File: src/rtl/ifetch_queue.sv
// ---------------------------------------------------------------------------
// ifetch_queue -- instruction fetch front end feeding the decoder stage.
//
// Issues sequential word fetches to instruction memory, buffers the in-order
// responses in a DEPTH-entry FIFO and presents {instruction, PC} to decode.
// A redirect flushes the FIFO, restarts fetch at the target and marks every
// request still in flight as stale so its response is silently dropped.
//
// Build option:
//   IFQ_BYPASS_EN  when defined, a response arriving while the FIFO is empty
//                  (and nothing is being discarded or redirected) is shown to
//                  decode in the same cycle; it is pushed only if decode does
//                  not take it.
//
// Parameters:
//   DEPTH     FIFO entries and credit limit (power of two, >= 2)
//   RESET_PC  first fetch address after reset (word aligned)
//
// Ports:
//   i_clk, i_rst          clock (rising edge), asynchronous active-high reset
//   o_imem_req_valid      fetch request valid
//   i_imem_req_ready      memory accepts the request
//   o_imem_req_addr       fetch address (word aligned)
//   i_imem_rsp_valid      in-order response, never back-pressured
//   i_imem_rsp_data       fetched instruction word
//   o_inst_valid          instruction available to decode
//   i_inst_ready          decode consumes the instruction
//   o_inst, o_inst_pc     instruction word and its PC
//   i_redirect            branch/jump redirect pulse
//   i_redirect_pc         redirect target (bits [1:0] ignored)
//   o_outstanding         accepted requests not yet responded
// ---------------------------------------------------------------------------
module ifetch_queue #(
   parameter int unsigned DEPTH    = 4,
   parameter logic [31:0] RESET_PC = 32'h0000_0000
) (
   input  logic                         i_clk,
   input  logic                         i_rst,
   output logic                         o_imem_req_valid,
   input  logic                         i_imem_req_ready,
   output logic [31:0]                  o_imem_req_addr,
   input  logic                         i_imem_rsp_valid,
   input  logic [31:0]                  i_imem_rsp_data,
   output logic                         o_inst_valid,
   input  logic                         i_inst_ready,
   output logic [31:0]                  o_inst,
   output logic [31:0]                  o_inst_pc,
   input  logic                         i_redirect,
   input  logic [31:0]                  i_redirect_pc,
   output logic [$clog2(DEPTH+1)-1:0]   o_outstanding
);

   localparam int unsigned CW = $clog2(DEPTH + 1);  // counter width
   localparam int unsigned PW = $clog2(DEPTH);      // pointer width

   localparam logic [CW-1:0] DEPTH_C = CW'(DEPTH);
   localparam logic [CW+1:0] DEPTH_W = (CW + 2)'(DEPTH);

   typedef struct packed {
      logic [31:0] inst;
      logic [31:0] pc;
   } entry_t;

   entry_t          fifo_mem [DEPTH];
   entry_t          head;
   logic [PW-1:0]   rd_ptr;
   logic [PW-1:0]   wr_ptr;
   logic [CW-1:0]   fifo_count;
   logic [CW-1:0]   outstanding;
   logic [CW-1:0]   discard;
   logic [31:0]     fetch_pc;
   logic [31:0]     rsp_pc;

   logic            req_fire;
   logic            fifo_empty;
   logic            rsp_good;
   logic            bypass_hit;
   logic            push;
   logic            pop;
   logic [CW-1:0]   outstanding_nxt;
   logic [CW+1:0]   credit_used;
   logic [31:0]     redirect_pc_al;
   logic            unused_redirect_lsbs;

   assign redirect_pc_al       = {i_redirect_pc[31:2], 2'b00};
   assign unused_redirect_lsbs = ^i_redirect_pc[1:0];

   // Stale responses still occupy credit through both outstanding and
   // discard, so the sum is deliberately conservative after a redirect.
   assign credit_used = (CW + 2)'(fifo_count) + (CW + 2)'(outstanding)
                      + (CW + 2)'(discard);

   assign o_imem_req_valid = !i_rst && (credit_used < DEPTH_W);
   assign o_imem_req_addr  = fetch_pc;
   assign o_outstanding    = outstanding;

   assign req_fire   = o_imem_req_valid && i_imem_req_ready;
   assign fifo_empty = (fifo_count == '0);
   assign head       = fifo_mem[rd_ptr];

   // A response is kept only if it is not stale: nothing left to discard and
   // no redirect in the same cycle (which makes it stale as well).
   assign rsp_good = i_imem_rsp_valid && !i_redirect && (discard == '0);

`ifdef IFQ_BYPASS_EN
   assign bypass_hit = fifo_empty && rsp_good;
`else
   assign bypass_hit = 1'b0;
`endif

   assign push = rsp_good && !(bypass_hit && i_inst_ready);
   assign pop  = !fifo_empty && i_inst_ready;

   assign outstanding_nxt = outstanding + CW'(req_fire) - CW'(i_imem_rsp_valid);

   // NOTE: every output is given a default before the conditions so that no
   // path leaves a signal unassigned and no latch is inferred.
   always_comb begin
      o_inst_valid = 1'b0;
      o_inst       = '0;
      o_inst_pc    = '0;
      if (!fifo_empty) begin
         o_inst_valid = 1'b1;
         o_inst       = head.inst;
         o_inst_pc    = head.pc;
      end else if (bypass_hit) begin
         o_inst_valid = 1'b1;
         o_inst       = i_imem_rsp_data;
         o_inst_pc    = rsp_pc;
      end
   end

   // NOTE: state registers use non-blocking assignments so every flop samples
   // the pre-edge values regardless of statement or process order.
   always_ff @(posedge i_clk or posedge i_rst) begin
      if (i_rst) begin
         fetch_pc    <= RESET_PC;
         rsp_pc      <= RESET_PC;
         rd_ptr      <= '0;
         wr_ptr      <= '0;
         fifo_count  <= '0;
         outstanding <= '0;
         discard     <= '0;
      end else begin
         outstanding <= outstanding_nxt;
         if (i_redirect) begin
            // Flush wins over any push/pop this cycle; everything in flight
            // after this cycle's handshakes becomes stale.
            fetch_pc   <= redirect_pc_al;
            rsp_pc     <= redirect_pc_al;
            rd_ptr     <= '0;
            wr_ptr     <= '0;
            fifo_count <= '0;
            discard    <= outstanding_nxt;
         end else begin
            if (req_fire) begin
               fetch_pc <= fetch_pc + 32'd4;
            end
            if (rsp_good) begin
               rsp_pc <= rsp_pc + 32'd4;
            end
            if (i_imem_rsp_valid && (discard != '0)) begin
               discard <= discard - CW'(1);
            end
            if (push) begin
               wr_ptr <= wr_ptr + PW'(1);
            end
            if (pop) begin
               rd_ptr <= rd_ptr + PW'(1);
            end
            fifo_count <= fifo_count + CW'(push) - CW'(pop);
         end
      end
   end

   // NOTE: the storage array has no reset; the pointers and count are reset,
   // and the outputs are gated by fifo_empty, so stale contents never leak.
   always_ff @(posedge i_clk) begin
      if (push) begin
         fifo_mem[wr_ptr] <= '{inst: i_imem_rsp_data, pc: rsp_pc};
      end
   end

   // Credit accounting invariants.
   a_no_overflow: assert property (@(posedge i_clk) disable iff (i_rst)
      push |-> (fifo_count < DEPTH_C));
   a_no_rsp_underflow: assert property (@(posedge i_clk) disable iff (i_rst)
      i_imem_rsp_valid |-> (outstanding != '0));
   a_outstanding_bound: assert property (@(posedge i_clk) disable iff (i_rst)
      outstanding <= DEPTH_C);
   a_discard_bound: assert property (@(posedge i_clk) disable iff (i_rst)
      discard <= outstanding);

endmodule
File: config.mk
export PLATFORM = sky130hd
export DESIGN_NAME = ifetch_queue
export DESIGN_NICKNAME = d
export VERILOG_FILES = /design/src/rtl/ifetch_queue.sv
export SDC_FILE = /design/constraint.sdc
export NUM_CORES = 1
export LEC_CHECK = 0
export BUFFER_PORTS_ARGS = -buffer_cell sky130_fd_sc_hd__buf_2
export CAP_MARGIN = 30
export CORE_MARGIN = 4
export CORE_UTILIZATION = 58
export CTS_CLUSTER_SIZE = 28
export DETAILED_ROUTE_END_ITERATION = 7
export PLACE_DENSITY = 0.8
export SETUP_SLACK_MARGIN = 0.02
export SKIP_LAST_GASP = 1
export SYNTH_ARGS = -nofsm -noshare
export SYNTH_HDL_FRONTEND = slang
export SYNTH_SLANG_ARGS = --single-unit
File: constraint.sdc
create_clock -name i_clk -period 3.79 [get_ports i_clk]
set_input_delay 0.1895 -clock i_clk [delete_from_list [all_inputs] [get_ports i_clk]]
set_output_delay 0.1895 -clock i_clk [all_outputs]
set_load 0.01 [all_outputs]
* Word level (Yosys, flattened, before mapping)
Memories as Yosys holds them, arrays and structs flattened. Index checks and enable logic that the tools add are counted.
Operators by class: add/subtract/negate cells 11, order comparisons 1, multiplexer cells 16, reduce and logical (&&, ||, !) cells 16
Operators with widths (count):
- $mux W32 | 6
- $add A32 B3 Y32 const B | 2
- $mux W3 | 3
- $mux W2 | 4
- $reduce_bool A2 Y1 | 4
- $add A3 B1 Y3 | 2
- $logic_and A1 B1 Y1 | 6
- $logic_not A3 Y1 | 2
- $sub A3 B1 Y3 | 2
- $add A4 B3 Y5 | 1
- $lt A5 B3 Y1 const B | 1
- $add A2 B1 Y2 const B | 2
- $add A3 B3 Y4 | 1
- $logic_not A1 Y1 | 3
- $mux W1 | 3
- $reduce_bool A3 Y1 | 1
- $sub A3 B1 Y3 const B | 1
Storage, ports and cells: register bits 77, bits in writable memories 256, input port bits 70, output and inout bits 101, word-level logic and storage cells 52, memories kept 1
Memories:
- fifo_mem | words 4, width 64, read ports 1, clocked after memory_dff 0, write ports 1, line 64 | entry_t fifo_mem [DEPTH];

* Longest topological paths before layout
Gate-level depths: netlist of the first run.
depth after elaboration 8, depth in mapped cells 15, depth with buffers taken out 15

* Least setup slack after synthesis of the first run
No wires, ideal clock.
path type reg2reg, start point reg outstanding[1] (netlist: o_outstanding[1]), end point reg discard[2], arrival 3448 ps, slack 206 ps, cell stages (with the launch flop) 16, buffers on the path 0, period minus slack after synthesis 3584 ps, cell sequence dfrtp_1 > inv_1 > fa_1 > nor2_1 > fa_1 > nor3b_2 > o21a_1 > nand2_1 > ha_1 > inv_1 > ha_1 > fa_1 > xnor2_1 > xnor2_1 > nand2_1 > o21ai_0
Between the ends: longest elaborated chain between the ends 8
RTL lines:
- start, declared | line 69 | logic [CW-1:0] outstanding;
- start signal, assigned | line 145 | outstanding <= outstanding_nxt;
- $add A3 B3 Y4 | line 90 | assign credit_used = (CW + 2)'(fifo_count) + (CW + 2)'(outstanding)
- $add A4 B3 Y5 | line 91 | + (CW + 2)'(discard);
- $lt A5 B3 Y1 | line 93 | assign o_imem_req_valid = !i_rst && (credit_used < DEPTH_W);
- $logic_and A1 B1 Y1 | line 93
- $logic_and A1 B1 Y1 | line 97 | assign req_fire = o_imem_req_valid && i_imem_req_ready;
- $add A3 B1 Y3 * | line 114 | assign outstanding_nxt = outstanding + CW'(req_fire) - CW'(i_imem_rsp_valid);
- $sub A3 B1 Y3 * | line 114
- via outstanding_nxt[2] | line 80 | logic [CW-1:0] outstanding_nxt;
- $mux W3 * | line 146 | if (i_redirect) begin
- end signal, assigned | line 154 | discard <= outstanding_nxt;
- end signal, assigned | line 163 | discard <= discard - CW'(1);
- end, declared | line 70 | logic [CW-1:0] discard;
The timed path passes the listed nets; every way through them passes the cells marked *. A chain may end at the register's enable or synchronous reset.

* Worst setup path in the final report of the first run
Ends and elaborated chain as after synthesis.

==> results of run 1 <==
area by class of cell:
| type | instances | area share [%] |
|---|---|---|
| flip-flops and latches | 321 | 55.3 |
| multi-input cells | 452 | 25.2 |
| well taps | 319 | 2.38 |
| clock inverters | 23 | 1.27 |
| clock buffers | 38 | 5.29 |
| inverters | 30 | 0.671 |
| repair buffers | 247 | 9.90 |
cell families (layout without fill, tap and decap cells):
| kind of cell | Yosys count | in the layout |
|---|---|---|
| adder cells (fa/ha/maj) | 19 | 19 |
| other | 1 | 4 |
| buffers and inverters | 72 | 338 |
| XOR/XNOR | 55 | 55 |
| AND/OR/NAND/NOR | 227 | 227 |
| AO/OA/AOI/OAI | 52 | 52 |
| multiplexers | 95 | 95 |
| flip-flops | 321 | 321 |
metrics by stage:
stage / hold WS [ps] / power, uW
floorplan: 288 / 6250
global placement: 403 / 7210
detailed placement: 409 / 7280
CTS: 37.4 / 10600
global route: 54.0 / 11300
finish: 55.2 / 10700
sequential cells by signal, summed over array words and instances, names as in the netlist:
name	flops
discard	3
fifo_count	3
fifo_mem	248
o_imem_req_addr	30
o_outstanding	3
rd_ptr	2
rsp_pc	30
wr_ptr	2
cell usage in the layout, fill, tap and decap left out, types with 6 or more instances in the layout:
| cell type | netlist | final |
|---|---|---|
| clkinv_2 | 0 | 9 |
| nor3_1 | 22 | 22 |
| mux4_2 | 62 | 62 |
| buf_4 | 4 | 20 |
| nand2b_1 | 7 | 7 |
| and4_1 | 6 | 6 |
| ha_1 | 14 | 14 |
| clkinv_1 | 0 | 7 |
| a31oi_1 | 6 | 6 |
| buf_12 | 0 | 6 |
| dlygate4sd3_1 | 0 | 57 |
| nand2_1 | 26 | 25 |
| edfxtp_1 | 248 | 248 |
| nor2_1 | 25 | 24 |
| nand4_1 | 12 | 12 |
| a21oi_1 | 15 | 14 |
| xor2_1 | 18 | 18 |
| a21boi_0 | 7 | 7 |
| mux2_2 | 30 | 30 |
| dfrtp_1 | 73 | 71 |
| and3_1 | 8 | 8 |
| buf_2 | 9 | 164 |
| and2_1 | 68 | 64 |
| nand3_1 | 18 | 18 |
| nor4_1 | 13 | 13 |
| xnor2_1 | 37 | 37 |
| inv_1 | 29 | 25 |
| clkbuf_16 | 0 | 35 |
final timing paths:
path | from | end | slack (ps) | cells after the start
min | i_redirect_pc[17] | o_imem_req_addr[17] | 60 | 3
min in group asynchronous | i_rst | o_imem_req_addr[4] | 460 | 3
max in group asynchronous | i_rst | rd_ptr[1] | 2350 | 4
max | o_outstanding[1] | discard[2] | 190 | 15
min reg2reg | rsp_pc[26] | fifo_mem[3][26] | 570 | 0
max reg2reg | o_outstanding[1] | discard[2] | 190 | 15
power groups by stage:
| stage | Sequential (uW) | Clock [uW] | Combinational, uW |
|---|---|---|---|
| 6_report | 4360 | 3240 | 3070 |
| 5_1_grt | 4410 | 3470 | 3370 |
| 4_1_cts | 4370 | 3300 | 2910 |
| 3_5_place_dp | 4430 | 0 | 2840 |
| 3_3_place_gp | 4410 | 0 | 2800 |
| 2_1_floorplan | 4290 | 0 | 1950 |
cell usage after synthesis, types with 3 or more instances:
cell type	n	share of area, %
edfxtp_1	248	54
dfrtp_1	73	13
and2_1	68	3.1
mux4_2	62	10
xnor2_1	37	2.4
mux2_2	30	2.5
inv_1	29	0.79
clkbuf_1	27	0.74
nand2_1	26	0.71
nor2_1	25	0.68
nor3_1	22	0.80
nand3_1	18	0.65
xor2_1	18	1.1
a21oi_1	15	0.55
ha_1	14	1.3
nor4_1	13	0.59
nand4_1	12	0.55
buf_2	9	0.33
and3_1	8	0.36
a21boi_0	7	0.38
nand2b_1	7	0.32
a31oi_1	6	0.27
and4_1	6	0.38
fa_1	5	0.73
o31a_1	5	0.32
o31ai_1	5	0.27
or4_1	5	0.27
buf_4	4	0.22
o21a_1	4	0.22
o21ai_0	4	0.15
or3_1	4	0.18
mux2i_1	3	0.22
worst reg2reg max path, stage by stage (launching register included):
cell and delay, ps:
dfrtp_1 370, inv_2 80, fa_1 590, nor2_2 60
fa_1 500, nor3b_2 280, o21a_1 220, nand2_2 90
ha_1 280, inv_1 40, ha_1 180, fa_2 330
xnor2_1 140, xnor2_1 200, nand2_1 70, o21ai_1 110
layer usage:
metal / up-vias / share of wire, %
li1: 3697 / -
met1: 4088 / 41
met2: 351 / 49
met3: 38 / 7.3
met4: 0 / 1.7
met5: - / 0
what timing repair did:
action	in CTS	in global routing
setup endpoints to repair	0	2
gates resized for setup	0	8
hold buffers	57	0
endpoints found under the hold margin	212	0
buffers inserted	0	10
==> flow_summary.json, run 1 <==
{
  "combPwrFrac_pct": 28.8,
  "required_ps": 4220,
  "worst_clock_skew_ps": 14.0,
  "finalInstanceArea_um2": 16800,
  "drive_above_1_share_pct": 32.1,
  "dp_hpwl_mm": 17.6,
  "place_ws_ps": 124,
  "drv_slew": 0,
  "synth_fa_ha_area_share_pct": 2.00,
  "outcome": "completed",
  "power_density_nw_per_um2": 635,
  "cp_cell_sequence": "inv_2 -> fa_1 -> nor2_2 -> fa_1 -> nor3b_2 -> o21a_1 -> nand2_2 -> ha_1 -> inv_1 -> ha_1 -> fa_2 -> xnor2_1 -> xnor2_1 -> nand2_1 -> o21ai_1",
  "fin_setup_tns_ps": 0,
  "coreArea_um2": 23400,
  "netSwitchingFraction_pct": 29.7,
  "syn_to_final_growth_pct": 21.9,
  "root_buffer": "clkbuf_16",
  "firstDrtPassIters": 5,
  "drcViolationCount": 0,
  "setup_viol": 0,
  "p_clk_share_pct": 30.4,
  "use_met2_pct": 37.2,
  "cts.sinks": 321,
  "power_frac_seq_pct": 40.9,
  "grt_max_degree": 65,
  "synth_cells": 842,
  "vias": 8174,
  "numPortBuffers": 164,
  "routabilityCongestion": 0.890,
  "ys_seq_area_share_pct": 67.4,
  "met3_usage_pct": 3.63,
  "grt_pass1_wl_mm": 46.2,
  "antenna_found_initial": 0,
  "start_util_pct": 58.8,
  "synth_seq_cells": 321,
  "end_kind": "flip-flop",
  "fin_ws_ps": 187,
  "seq_area_um2": 9280,
  "cp.arrival_ps": 4030,
  "grt_usage_pct": 22.5,
  "power.switching_uw": 3160,
  "fillers": 1498,
  "irDropWorstVdd_mv": 0.748,
  "h-tree-depth": 2,
  "diodes": 0,
  "clkLatencyLatePin_ps": 520,
  "max_stage_delay_ps": 590,
  "period_share_pct": 95.1,
  "postLayoutCoreUtil_pct": 71.7,
  "numCtsBuffers": 34,
  "slew_headroom_pct": 40.1,
  "synthSimpleGateAreaFrac_pct": 9.52,
  "worst-slew-pin-transition_ps": 897,
  "syn_area_um2": 13800,
  "p_int_uw": 7500,
  "hold_violations": 0,
  "crit_family": "adder cells",
  "wire_per_inst_um": 20.3,
  "slowest_stage": "fa_1",
  "crit_buf_inv": 2,
  "syn-mean-instance-area_um2": 16.4,
  "ys_warn_count": 0,
  "synth_compound_area_share_pct": 2.64,
  "fmax_mhz": 278,
  "critPathMaxFanout": 3,
  "drv_cap": 0,
  "path_class": "reg -> reg",
  "die_y_um": 162,
  "first_iter_violations": 616,
  "busiest_layer": "met2",
  "synthXorXnorAreaFrac_pct": 3.50,
  "cts_tree": "done",
  "period_needed_ps": 3600,
  "ys_types": 50,
  "clockBufferDepth": 3,
  "io_pins": 171,
  "clkTransAtPathRegs_ps": 60,
  "die-area_um2": 26300,
  "nNetsFinal": 1175,
  "dpl.cell_count": 1302,
  "async_flop_share_pct": 22.7,
  "synth-edff-count": 248,
  "yosys-mux-area-fraction_pct": 12.8,
  "synth_top_family_by_area": "multiplexers",
  "multi_input_area_um2": 4230,
  "synth_flop_cell": "edfxtp_1",
  "place_area_um2": 15000,
  "grt_util_met1_pct": 32.1,
  "viasPerCell": 5.72,
  "leakage_uw": 0.00613,
  "final_cells": 1430,
  "antenna_left": 0,
  "dieWidth_um": 162,
  "overflow": 0,
  "start_kind": "flip-flop",
  "hold_class": "in -> reg",
  "grt_pass1_vias": 8370,
  "wl_mm": 29.0,
  "rows": 56
}
No activity file was read; power rests on OpenSTA's default activity.
==> run 2: changes to the inputs <==
--- a/config.mk
+++ b/config.mk
@@ -6,12 +6,12 @@
 export NUM_CORES = 1
 export LEC_CHECK = 0
 export BUFFER_PORTS_ARGS = -buffer_cell sky130_fd_sc_hd__buf_2
-export CAP_MARGIN = 30
+export CAP_MARGIN = 25
 export CORE_MARGIN = 4
 export CORE_UTILIZATION = 58
 export CTS_CLUSTER_SIZE = 28
 export DETAILED_ROUTE_END_ITERATION = 7
-export PLACE_DENSITY = 0.8
+export PLACE_DENSITY = 0.87
 export SETUP_SLACK_MARGIN = 0.02
 export SKIP_LAST_GASP = 1
 export SYNTH_ARGS = -nofsm -noshare
==> run 2 against run 1 <==
Compared with the run above:
- register-to-register slack better by 20 ps
- sequential cell count is the same
- routed wire length up 1.3%
- fmax is 0.68% higher
- final cell count shrank 0.42%
- first-iteration DRC count is 19% higher
- non-clock buffer count is 3 lower
- count of clock-buffer cells in the layout grew 4
- combinational power about the same
- sequential power about the same
- via count increased by 0.62%
- largest cell class unchanged
==> flow_summary.json, run 2 (same netlist as run 1, synthesis figures left out) <==
{
  "slew_headroom_pct": 43.3,
  "viasPerCell": 5.78,
  "vias": 8225,
  "hold_violations": 0,
  "cp_cell_sequence": "inv_2 -> fa_1 -> nor2_2 -> fa_2 -> nor3b_4 -> o21a_1 -> nand2_2 -> ha_1 -> inv_1 -> ha_1 -> fa_1 -> xnor2_1 -> xnor2_1 -> nand2_1 -> o21ai_1",
  "routabilityCongestion": 0.886,
  "clockBufferDepth": 3,
  "end_kind": "flip-flop",
  "numPortBuffers": 164,
  "antenna_left": 0,
  "cp.arrival_ps": 4010,
  "power_density_nw_per_um2": 638,
  "leakage_uw": 0.00611,
  "drv_slew": 0,
  "largest_reg_flops": 248,
  "max_stage_delay_ps": 510,
  "fin_ws_ps": 211,
  "syn_to_final_growth_pct": 21.6,
  "reg2reg_slack_ps": 210,
  "dieWidth_um": 162,
  "required_ps": 4220,
  "antenna_found_initial": 0,
  "critPathMaxFanout": 3,
  "drcViolationCount": 0,
  "io_pins": 171,
  "clkTransAtPathRegs_ps": 60,
  "top_register": "fifo_mem",
  "cts_tree": "done",
  "period_share_pct": 94.4,
  "grt_usage_pct": 23.1,
  "die-area_um2": 26300,
  "drv_cap": 0,
  "coreArea_um2": 23400,
  "drive_above_1_share_pct": 31.8,
  "postLayoutCoreUtil_pct": 71.5,
  "wire_per_inst_um": 20.7,
  "irDropWorstVdd_mv": 0.469,
  "setup_viol": 0,
  "dp_hpwl_mm": 17.8,
  "cts.sinks": 321,
  "die_y_um": 162,
  "worst-slew-pin-transition_ps": 847,
  "fmax_mhz": 279,
  "outcome": "completed",
  "firstDrtPassIters": 5,
  "period_needed_ps": 3580,
  "grt_max_degree": 64,
  "clkLatencyLatePin_ps": 520,
  "start_util_pct": 58.8,
  "grt_pass1_vias": 8736,
  "nNetsFinal": 1172,
  "first_iter_violations": 731,
  "hold_class": "in -> reg",
  "layout_common_cells": "edfxtp_1, buf_2, dfrtp_1, and2_1, mux4_2",
  "start_kind": "flip-flop",
  "diodes": 0,
  "root_buffer": "clkbuf_16",
  "wl_mm": 29.4,
  "h-tree-depth": 2,
  "overflow": 0,
  "rows": 56,
  "worst_clock_skew_ps": 21.2,
  "slowest_stage": "fa_1",
  "place_ws_ps": 94.7,
  "final_common_cell": "edfxtp_1",
  "path_class": "reg -> reg",
  "numCtsBuffers": 34,
  "grt_pass1_wl_mm": 47.9
}
==> run 2: layout make-up <==
type	instances	area [um2]
Tap cell	319	399
Inverter	30	113
Fill cell	1467	6660
Sequential cell	321	9280
Multi-Input combinational cell	452	4230
Timing Repair Buffer	244	1630
Clock buffer	42	912
Clock inverter	16	181
==> run 2: worst paths after layout <==
check,startpoint,endpoint,cells after the start
max in group asynchronous,i_rst,rd_ptr[0],4
min,i_redirect_pc[15],o_imem_req_addr[15],3
min reg2reg,rsp_pc[12],fifo_mem[2][12],0
min in group asynchronous,i_rst,o_imem_req_addr[13],3
max reg2reg,fifo_count[1],discard[2],15
max,fifo_count[1],discard[2],15
==> run 2: timing repair <==
action | in CTS | in global routing
endpoints found under the hold margin | 205 | 0
hold buffers | 57 | 0
pin swaps | 2 | 5
buffers inserted | 1 | 7
endpoints found under the setup margin | 1 | 2
resized for setup | 3 | 5
==> run 2: worst max-delay path, delay by kind of cell, from the launching register on <==
family	cells	cell delay [ps]
adder cells (fa/ha/maj)	5	1840
buffers and inverters	2	110
AND/OR/NAND/NOR	4	530
AO/OA/AOI/OAI	2	310
flip-flops	1	370
XOR/XNOR	2	350
==> run 2: per-layer routing <==
layer	part of all wire, %	GRT usage [%]	up-vias
met3	7.5	4.31	36
met4	1.6	5.54	0
li1	-	-	3673
met5	0	0	-
met1	41	32.3	4139
met2	50	38.6	377
==> run 2: power by group <==
part / switching, uW / leakage (uW) / internal, uW
clock network: 1320 / 0.000540 / 1930
registers: 271 / 0.00308 / 4060
logic: 1590 / 0.00249 / 1500
==> run 2: per-stage QoR <==
stage / setup TNS, ps / power [uW] / instances / cell area, um2 / hold WS, ps
after floorplan: 0 / 6250 / 845 / 13800 / 288
after global placement: 0 / 7200 / 1300 / 15000 / 364
after detailed placement: 0 / 7300 / 1301 / 15000 / 371
after CTS: 0 / 10700 / 1417 / 16700 / 27.8
after global routing: -0.0249 / 11300 / 1424 / 16700 / 37.8
final: 0 / 10700 / 1424 / 16700 / 55.1
==> run 3: changes to the inputs <==
--- a/config.mk
+++ b/config.mk
@@ -12,7 +12,7 @@
 export CTS_CLUSTER_SIZE = 28
 export DETAILED_ROUTE_END_ITERATION = 7
 export PLACE_DENSITY = 0.87
-export SETUP_SLACK_MARGIN = 0.02
+export SETUP_SLACK_MARGIN = 0.4
 export SKIP_LAST_GASP = 1
 export SYNTH_ARGS = -nofsm -noshare
 export SYNTH_HDL_FRONTEND = slang
==> run 3 against run 2 <==
Compared with the run above:
- count of clock-buffer cells in the layout stayed put
- register-to-register slack barely moved
- routed wire length is 1.7% lower
- via count down 0.64%
==> flow_summary.json, run 3 (same netlist as run 1, synthesis figures left out) <==
{
  "outcome": "completed",
  "antenna_left": 0,
  "cp-startpoint": "o_outstanding[1]",
  "wl_mm": 28.9,
  "netSwitchingFraction_pct": 29.7,
  "root_buffer": "clkbuf_16",
  "grt_usage_pct": 22.2,
  "drv_slew": 0,
  "coreArea_um2": 23400,
  "setup_viol": 0,
  "dp_hpwl_mm": 17.3,
  "cts.sinks": 321,
  "dieWidth_um": 162,
  "overflow": 0,
  "start_util_pct": 58.8,
  "drv_cap": 0,
  "io_pins": 171,
  "worst_clock_skew_ps": 10.9,
  "fin_setup_tns_ps": 0,
  "wire_per_inst_um": 20.2,
  "slew_headroom_pct": 42.2,
  "clkTransAtPathRegs_ps": 60,
  "grt_pass1_wl_mm": 45.7,
  "combPwrFrac_pct": 29.5,
  "syn_to_final_growth_pct": 22.6,
  "first_iter_violations": 701,
  "viasPerCell": 5.70,
  "final_common_cell": "edfxtp_1",
  "h-tree-depth": 2,
  "start_kind": "flip-flop",
  "power.switching_uw": 3200,
  "required_ps": 4210,
  "grt_pass1_vias": 8327,
  "routabilityCongestion": 0.884,
  "path_class": "reg -> reg",
  "hold_class": "in -> reg",
  "critPathMaxFanout": 2,
  "period_needed_ps": 3580,
  "r2r-start": "o_outstanding[1]",
  "fillers": 1463,
  "drive_above_1_share_pct": 33.1,
  "numPortBuffers": 164,
  "diodes": 0,
  "die-area_um2": 26300,
  "clockBufferDepth": 3,
  "power_frac_seq_pct": 40.4,
  "hold_violations": 0,
  "rsz0062_at_grt": "yes",
  "top_register": "fifo_mem",
  "layout_common_cells": "edfxtp_1, buf_2, dfrtp_1, and2_1, mux4_2",
  "grt_max_degree": 64,
  "drcViolationCount": 0,
  "vias": 8172,
  "antenna_found_initial": 0,
  "rows": 56,
  "power_density_nw_per_um2": 639,
  "end_kind": "flip-flop",
  "multi_input_area_um2": 4290,
  "place_ws_ps": 151,
  "p_clk_share_pct": 30.1,
  "worst-slew-pin-transition_ps": 865,
  "nNetsFinal": 1180,
  "place_area_um2": 15000,
  "cts_tree": "done",
  "seq_area_um2": 9280,
  "finalInstanceArea_um2": 16900,
  "firstDrtPassIters": 5,
  "largest_reg_flops": 248,
  "final_cells": 1434,
  "irDropWorstVdd_mv": 0.547,
  "numCtsBuffers": 34,
  "fmax_mhz": 280,
  "fin_ws_ps": 214,
  "dpl.cell_count": 1301,
  "period_share_pct": 94.4,
  "cp.arrival_ps": 4000,
  "clkLatencyLatePin_ps": 500,
  "die_y_um": 162,
  "p_int_uw": 7600,
  "leakage_uw": 0.00616,
  "holdCritStartpoint": "i_redirect_pc[15]",
  "postLayoutCoreUtil_pct": 72.2
}
[run 3: cell count changes in the layout (fill, tap and decap cells not counted), sizes merged]
cell      delta
buf          +8
clkinvlp     +1
clkinv       +2
inv          -1
[run 3: final timing paths]
| check | to | slack, ps | cells past startpoint |
|---|---|---|---|
| hold reg to reg | fifo_mem[1][26] | 570 | 0 |
| min in group asynchronous | o_imem_req_addr[7] | 460 | 3 |
| setup / recovery | discard[2] | 210 | 15 |
| max in group asynchronous | rsp_pc[25] | 2370 | 4 |
| hold / removal | o_imem_req_addr[15] | 70 | 3 |
| setup reg to reg | discard[2] | 210 | 15 |
[run 3: area by class of cell]
class,count,area share (%)
flip-flops and latches,321,54.9
multi-input cells,452,25.4
repair buffers,252,10.1
clock buffers,42,5.53
well taps,319,2.36
clock inverters,18,1.00
inverters,30,0.667
[run 3: power by group through the flow]
stage / combinational, uW / sequential, uW / clock, uW
3_5_place_dp: 2850 / 4430 / 0
2_1_floorplan: 1980 / 4300 / 0
3_3_place_gp: 2780 / 4420 / 0
5_1_grt: 3480 / 4400 / 3480
6_report: 3190 / 4360 / 3250
4_1_cts: 3010 / 4360 / 3310
[run 3: per-stage QoR]
step	total power (uW)	hold WS, ps
floorplan	6270	288
global placement	7200	400
detailed placement	7290	409
CTS	10700	39.5
global route	11400	70.6
finish	10800	68.9
[run 3: critical path, stage by stage (launching register included)]
cell     delay [ps]
dfrtp_1         360
inv_2            60
fa_2            600
nor2_4           40
fa_1            500
nor3b_2         230
o21a_1          180
nand2_2          90
ha_4            280
inv_2            40
ha_4            160
fa_2            410
xnor2_2         220
xnor2_2         150
nand2_1          90
o21ai_1          90
[run 3: what timing repair did]
item | CTS | global route
hold endpoints to repair | 215 | 0
setup buffers | 6 | 10
pin swaps | 4 | 10
gates resized for setup | 3 | 10
endpoints found under the setup margin | 8 | 9
hold buffers | 57 | 0
[run 3: per-layer routing]
metal,global-route usage (%),part of all wire (%),vias to the layer above
li1,-,-,3706
met1,32.0,42,4078
met2,35.5,49,338
met3,4.64,7.5,50
met4,5.50,2.1,0
met5,0,0,-
